File: config.mk
export PLATFORM = sky130hd
export DESIGN_NAME = step_pulse_generator
export DESIGN_NICKNAME = d
export VERILOG_FILES = /design/src/rtl/motion_pkg.sv /design/src/rtl/step_rate_nco.sv /design/src/rtl/step_pulse_generator.sv
export SDC_FILE = /design/constraint.sdc
export NUM_CORES = 1
export LEC_CHECK = 0
export ABC_AREA = 1
export BUFFER_PORTS_ARGS = -buffer_cell sky130_fd_sc_hd__buf_2
export CORE_UTILIZATION = 55
export CTS_BUF_LIST = sky130_fd_sc_hd__clkbuf_16
export DETAILED_ROUTE_END_ITERATION = 7
export PLACE_DENSITY = 0.75
export REMOVE_ABC_BUFFERS = 1
export SYNTH_ARGS = -nofsm -noshare
export SYNTH_HDL_FRONTEND = slang
export SYNTH_SLANG_ARGS = --single-unit
File: constraint.sdc
create_clock -name clk -period 3.8 [get_ports clk]
set_input_delay 0.76 -clock clk [delete_from_list [all_inputs] [get_ports clk]]
set_output_delay 0.76 -clock clk [all_outputs]
set_load 0.01 [all_outputs]
File: src/rtl/motion_pkg.sv
// Shared motion-control definitions for the axis step generators and the
// upstream speed planner.
//   motion_state_e : step generator sequencing states
//   max_rate()     : highest step rate that still leaves a full low phase
//                    equal to the pulse width between steps
package motion_pkg;

  typedef enum logic [2:0] {
    IDLE,
    SETUP,
    RUN,
    PULSE,
    FINISH
  } motion_state_e;

  function automatic int unsigned max_rate(input int unsigned clk_freq,
                                           input int unsigned pulse_width);
    return clk_freq / (2 * pulse_width);
  endfunction

endpackage

File: src/rtl/step_rate_nco.sv
// Phase-accumulator step-rate oscillator. The rate is clamped so that
// overflows are always at least 2*PULSE_WIDTH cycles apart, which keeps a
// step pulse from ever overlapping the next overflow.
// Ports:
//   clk, reset : clock, async active-low reset
//   clear      : zero the accumulator (move start)
//   en         : integrate this cycle
//   speed      : requested rate in steps/s
//   tick       : overflow this cycle (combinational strobe)
module step_rate_nco
  import motion_pkg::*;
#(
  parameter int unsigned CLK_FREQ    = 50_000_000,
  parameter int unsigned PULSE_WIDTH = 50
) (
  input  logic        clk,
  input  logic        reset,
  input  logic        clear,
  input  logic        en,
  input  logic [31:0] speed,
  output logic        tick
);

  localparam logic [32:0] MODULUS  = 33'(CLK_FREQ);
  localparam logic [31:0] MAX_RATE = max_rate(CLK_FREQ, PULSE_WIDTH);

  logic [32:0] acc;
  logic [32:0] sum;
  logic [31:0] speed_c;

  always_comb begin
    speed_c = (speed > MAX_RATE) ? MAX_RATE : speed;
    sum     = acc + {1'b0, speed_c};
    tick    = en && (sum >= MODULUS);
  end

  always_ff @(posedge clk or negedge reset) begin
    if (!reset) begin
      acc <= '0;
    end else if (clear) begin
      acc <= '0;
    end else if (en) begin
      acc <= tick ? (sum - MODULUS) : sum;
    end
  end

endmodule

File: src/rtl/step_pulse_generator.sv
// Single-axis step/direction generator. Takes a signed step count and a
// live speed, drives step/direction/enable, and reports completion.
// Ports:
//   clk, reset          : clock, async active-low reset
//   start               : one-cycle move request (IDLE only)
//   num                 : signed step count, sign selects direction
//   speed               : steps/s, sampled every RUN cycle
//   abort               : stop at the next step boundary
//   limit_neg/limit_pos : endstops, honoured only in the direction of travel
//   stepper_step        : step pulse, PULSE_WIDTH cycles high
//   stepper_direction   : 1 = positive
//   stepper_enable      : driver enable request, cleared only by reset
//   busy, done, aborted : move status; aborted is valid with done
//   steps_done          : pulses issued in the current or last move
//
// state  | meaning
// IDLE   | waiting for start
// SETUP  | direction settling before the first step
// RUN    | integrating rate, waiting for an NCO overflow
// PULSE  | step held high; stop requests are latched, not acted on
// FINISH | one cycle to raise done and drop busy
//
// DIR_SETUP and PULSE_WIDTH must both be at least 1.
module step_pulse_generator
  import motion_pkg::*;
#(
  parameter int unsigned CLK_FREQ    = 50_000_000,
  parameter int unsigned PULSE_WIDTH = 50,
  parameter int unsigned DIR_SETUP   = 25
) (
  input  logic        clk,
  input  logic        reset,
  input  logic        start,
  input  logic [31:0] num,
  input  logic [31:0] speed,
  input  logic        abort,
  input  logic        limit_neg,
  input  logic        limit_pos,
  output logic        stepper_step,
  output logic        stepper_direction,
  output logic        stepper_enable,
  output logic        busy,
  output logic        done,
  output logic        aborted,
  output logic [31:0] steps_done
);

  localparam int unsigned TIMER_MAX = (DIR_SETUP > PULSE_WIDTH) ? DIR_SETUP : PULSE_WIDTH;
  localparam int TW = (TIMER_MAX > 2) ? $clog2(TIMER_MAX) : 1;
  localparam logic [TW-1:0] SETUP_LOAD = TW'(DIR_SETUP - 1);
  localparam logic [TW-1:0] PULSE_LOAD = TW'(PULSE_WIDTH - 1);

  motion_state_e state, state_n;
  logic [TW-1:0] timer, timer_n;
  logic [31:0]   remaining, remaining_n;
  logic [31:0]   steps_done_n;
  logic          step_n, dir_n, enable_n, busy_n, done_n, aborted_n;
  logic          nco_clear, nco_en, tick;
  logic          stop;

  step_rate_nco #(
    .CLK_FREQ    (CLK_FREQ),
    .PULSE_WIDTH (PULSE_WIDTH)
  ) u_nco (
    .clk   (clk),
    .reset (reset),
    .clear (nco_clear),
    .en    (nco_en),
    .speed (speed),
    .tick  (tick)
  );

  // A limit switch only matters when we are travelling towards it.
  assign stop = abort | (limit_neg & ~stepper_direction) | (limit_pos & stepper_direction);

  always_comb begin
    state_n      = state;
    timer_n      = timer;
    remaining_n  = remaining;
    steps_done_n = steps_done;
    step_n       = stepper_step;
    dir_n        = stepper_direction;
    enable_n     = stepper_enable;
    busy_n       = busy;
    done_n       = 1'b0;
    aborted_n    = aborted;
    nco_clear    = 1'b0;
    nco_en       = 1'b0;

    unique case (state)
      IDLE: begin
        if (start) begin
          remaining_n  = num[31] ? (~num + 32'd1) : num;
          dir_n        = ~num[31];
          steps_done_n = '0;
          aborted_n    = 1'b0;
          nco_clear    = 1'b1;
          busy_n       = 1'b1;
          enable_n     = 1'b1;
          timer_n      = SETUP_LOAD;
          state_n      = (num == '0) ? FINISH : SETUP;
        end
      end
      SETUP: begin
        if (stop) begin
          aborted_n = 1'b1;
          state_n   = FINISH;
        end else if (timer == '0) begin
          state_n = RUN;
        end else begin
          timer_n = timer - TW'(1);
        end
      end
      RUN: begin
        nco_en = 1'b1;
        if (stop) begin
          aborted_n = 1'b1;
          state_n   = FINISH;
        end else if (tick) begin
          step_n       = 1'b1;
          remaining_n  = remaining - 32'd1;
          steps_done_n = steps_done + 32'd1;
          timer_n      = PULSE_LOAD;
          state_n      = PULSE;
        end
      end
      PULSE: begin
        // Keep integrating so the step spacing is unaffected by the pulse.
        nco_en = 1'b1;
        if (stop) aborted_n = 1'b1;
        if (timer == '0) begin
          step_n  = 1'b0;
          state_n = ((remaining == '0) || aborted || stop) ? FINISH : RUN;
        end else begin
          timer_n = timer - TW'(1);
        end
      end
      FINISH: begin
        done_n  = 1'b1;
        busy_n  = 1'b0;
        state_n = IDLE;
      end
      default: state_n = IDLE;
    endcase
  end

  always_ff @(posedge clk or negedge reset) begin
    if (!reset) begin
      state             <= IDLE;
      timer             <= '0;
      remaining         <= '0;
      steps_done        <= '0;
      stepper_step      <= 1'b0;
      stepper_direction <= 1'b0;
      stepper_enable    <= 1'b0;
      busy              <= 1'b0;
      done              <= 1'b0;
      aborted           <= 1'b0;
    end else begin
      state             <= state_n;
      timer             <= timer_n;
      remaining         <= remaining_n;
      steps_done        <= steps_done_n;
      stepper_step      <= step_n;
      stepper_direction <= dir_n;
      stepper_enable    <= enable_n;
      busy              <= busy_n;
      done              <= done_n;
      aborted           <= aborted_n;
    end
  end

endmodule

==> out/metrics.yaml <==
status: "finished with violations"
violations: "setup timing"
cp-start-kind: "input pin"
worst_pin_slew_ns: 1.06
ys.flop_type: "dfrtp_1"
via_per_inst: 5.61
grt_pass1_wl_mm: 61.6
path_max_fanout: 10
hold_start: "stepper_enable"
synth_top_area_share_pct: 24.8
drv_slew: 0
setup_ws_ns: -0.668
cts_hold_buf: 0
cts_sinks: 112
hold_viol: 0
fp.dieH_um: 145
h-tree-depth: 3
antenna_found_initial: 0
num_rows: 52
synth_area_leaders: "dfrtp_1, nand2_1, inv_1"
worst_clock_skew_ns: 0.0114
met1_length_mm: 16.3
routed-via-count: 14300
power_density_nw_per_um2: 598
synthDistinctLibCells: 53
dp_hpwl_mm: 26.3
worstRegToRegCells: 23
cts_tree: "yes"
yosys_warnings: 0
wl_met2_mm: 19.8
grt_setup_unrepaired: "yes"
multi_input_area_um2: 8790
gp_congestion: 0.940
wl_per_cell_um: 16.1
reg2reg_to: "steps_done[22]"
final_common_cell: "nand2_1"
highest_layer: "met4"
clk_pin_slew_worst_paths_ns: 0.08
die_area_um2: 21200
met3_length_mm: 2.83
port_buffers: 107
ys_async_sr_fraction_pct: 100
die_x_um: 145
drv_cap: 0
hold_end: "stepper_enable"
grt_overflow: 0
drt_iter0_drc: 1293
final_area_um2: 15800
min_period_ns: 4.47
slew_headroom_pct: 29.5
start_util_pct: 56.0
post_dp_cell_area_um2: 13300
path_class: "in2reg"
drc_errors: 0
r2r_slack_ns: 0.41
syn_area_um2: 11300
reg2reg_from: "u_nco.acc[0]"
post-route-period-util_pct: 118
ant_nets: 0
cp.required_ns: 4.06
fillers: 1476
synth.largest_area_cell: "dfrtp_1"
yosys_register_bits: 112
synth_area_per_cell_um2: 5.75
hp-class: "reg2reg"
seq_area_frac_synth_pct: 24.8
synth_edf_count: 0
dp.cells: 2476
core-area_um2: 20200
vdd_drop_max_mv: 0.348
holdPathStages: 2
endpoint_kind: "flop"
dr.pass1.iters: 6
fin_cells: 2552
grt_max_degree: 70
area_growth_syn_to_layout_pct: 39.6
cts-root-buf: "clkbuf_16"
cts_buffer_depth: 2
layout_common_cells: "nand2_1, inv_1, buf_4, nand3_1, nor2_1"
setup_viol: 100
p_leak_nw: 8.52
grt_pass1_vias: 13200
seq_area_um2: 2800
synthCells: 1968
drive_above_1_share_pct: 30.6
n_antenna_cell: 0
grt_usage_pct: 35.5
finalNetCount: 2387
pin_count: 108
cts_buffers: 9
wirelength_mm: 41.0
timing.fmax_mhz: 224
arrival_ns: 4.72
clock_latency_ns: 0.37
-- flip-flops by register name, summed over array words and instances, names as in the netlist --
signal             cells
u_nco.acc             33
busy                   1
stepper_step           1
state                  3
stepper_enable         1
done                   1
stepper_direction      1
timer                  6
remaining             32
aborted                1
steps_done            32
-- layout make-up --
type / count / area share [%]
clock buffer: 9 / 1.42
multi-input combinational: 1533 / 55.6
clock inverter: 7 / 0.340
inverter: 291 / 6.94
sequential: 112 / 17.7
timing repair buffer: 330 / 15.8
tap: 270 / 2.14
-- layer usage --
layer	vias up	GRT usage [%]
met5	-	0
met4	0	15.3
met3	167	3.86
met2	686	62.6
met1	6652	43.8
li1	6813	-
-- cell families after synthesis --
logic type,count (synthesis),share of synthesized area (%)
AOI/OAI and AO/OA,147,7.22
and+or+nand+nor,1280,47.7
other,1,0.0331
xor gates and xnor gates,51,3.94
DFF,112,24.8
muxes,1,0.0884
adders and majority gates,40,4.49
buffers and inverters,336,11.7
-- report_power, final --
part | internal [W] | total (W) | switching, W
clock | 0.000456 | 0.000952 | 0.000496
sequential | 0.00151 | 0.00193 | 0.000416
combinational | 0.00266 | 0.00658 | 0.00393
-- cells in the mapped netlist, drive strengths merged, types with 2 or more instances --
cell	n
nand2	739
inv	289
nor2	232
nand3	202
dfrtp	112
o21ai	65
a21oi	56
nor3	41
ha	39
nand4	36
xor2	32
clkbuf	28
xnor2	19
buf	17
nor4	14
a31oi	6
nand3b	6
or2	5
a21o	3
a22o	2
clkinv	2
o211ai	2
o31ai	2
or4	2
-- through the flow --
| step | power (W) | TNS, ns | util, % | setup WS (ns) | hold slack, ns |
|---|---|---|---|---|---|
| finish | 0.00946 | -59.04 | 78.1 | -0.668 | 0.462 |
| global route | 0.0101 | -78.79 | 78.1 | -0.864 | 0.505 |
| CTS | 0.00844 | -31.96 | 73.1 | -0.378 | 0.466 |
| detailed placement | 0.00676 | -99.87 | 65.8 | -1.23 | 0.446 |
| global placement | 0.00665 | -96.88 | 65.8 | -1.23 | 0.439 |
| floorplan | 0.00481 | -95.96 | - | -1.12 | 0.442 |
-- critical path: stages --
cell	delay [ns]
buf_6	0.09
or4_4	0.54
nor3_4	0.23
nand2_4	0.12
buf_4	0.16
nor2_2	0.20
ha_4	0.27
nand2_2	0.15
inv_2	0.05
nand2_1	0.09
nand2_2	0.08
buf_6	0.13
a21oi_4	0.17
nand2_4	0.10
nand2_2	0.08
nand2_1	0.06
nand2_1	0.09
nand2_2	0.09
nor2_2	0.14
nand4_1	0.17
a21oi_4	0.20
nand2_4	0.08
buf_4	0.17
buf_12	0.15
nand2_1	0.10
nand2_1	0.10
nand3_1	0.09
nand2_1	0.06
-- worst max path at each step --
stage	start	to	slack, ns	cells past startpoint
after floorplan	speed[23]	steps_done[1]	-1.12	27
after global placement	speed[23]	u_nco.acc[31]	-1.23	25
after detailed placement	speed[23]	u_nco.acc[26]	-1.23	25
after CTS	speed[20]	steps_done[13]	-0.38	27
after global routing	speed[23]	u_nco.acc[15]	-0.86	30
final	speed[23]	u_nco.acc[18]	-0.67	28
-- repair_timing --
item,in CTS,in global routing
setup endpoints to repair,100,100
setup buffers,40,11
pin swaps,55,86
resized for setup,230,220
gates cloned,3,6
Power figures use the tool's default switching activity.
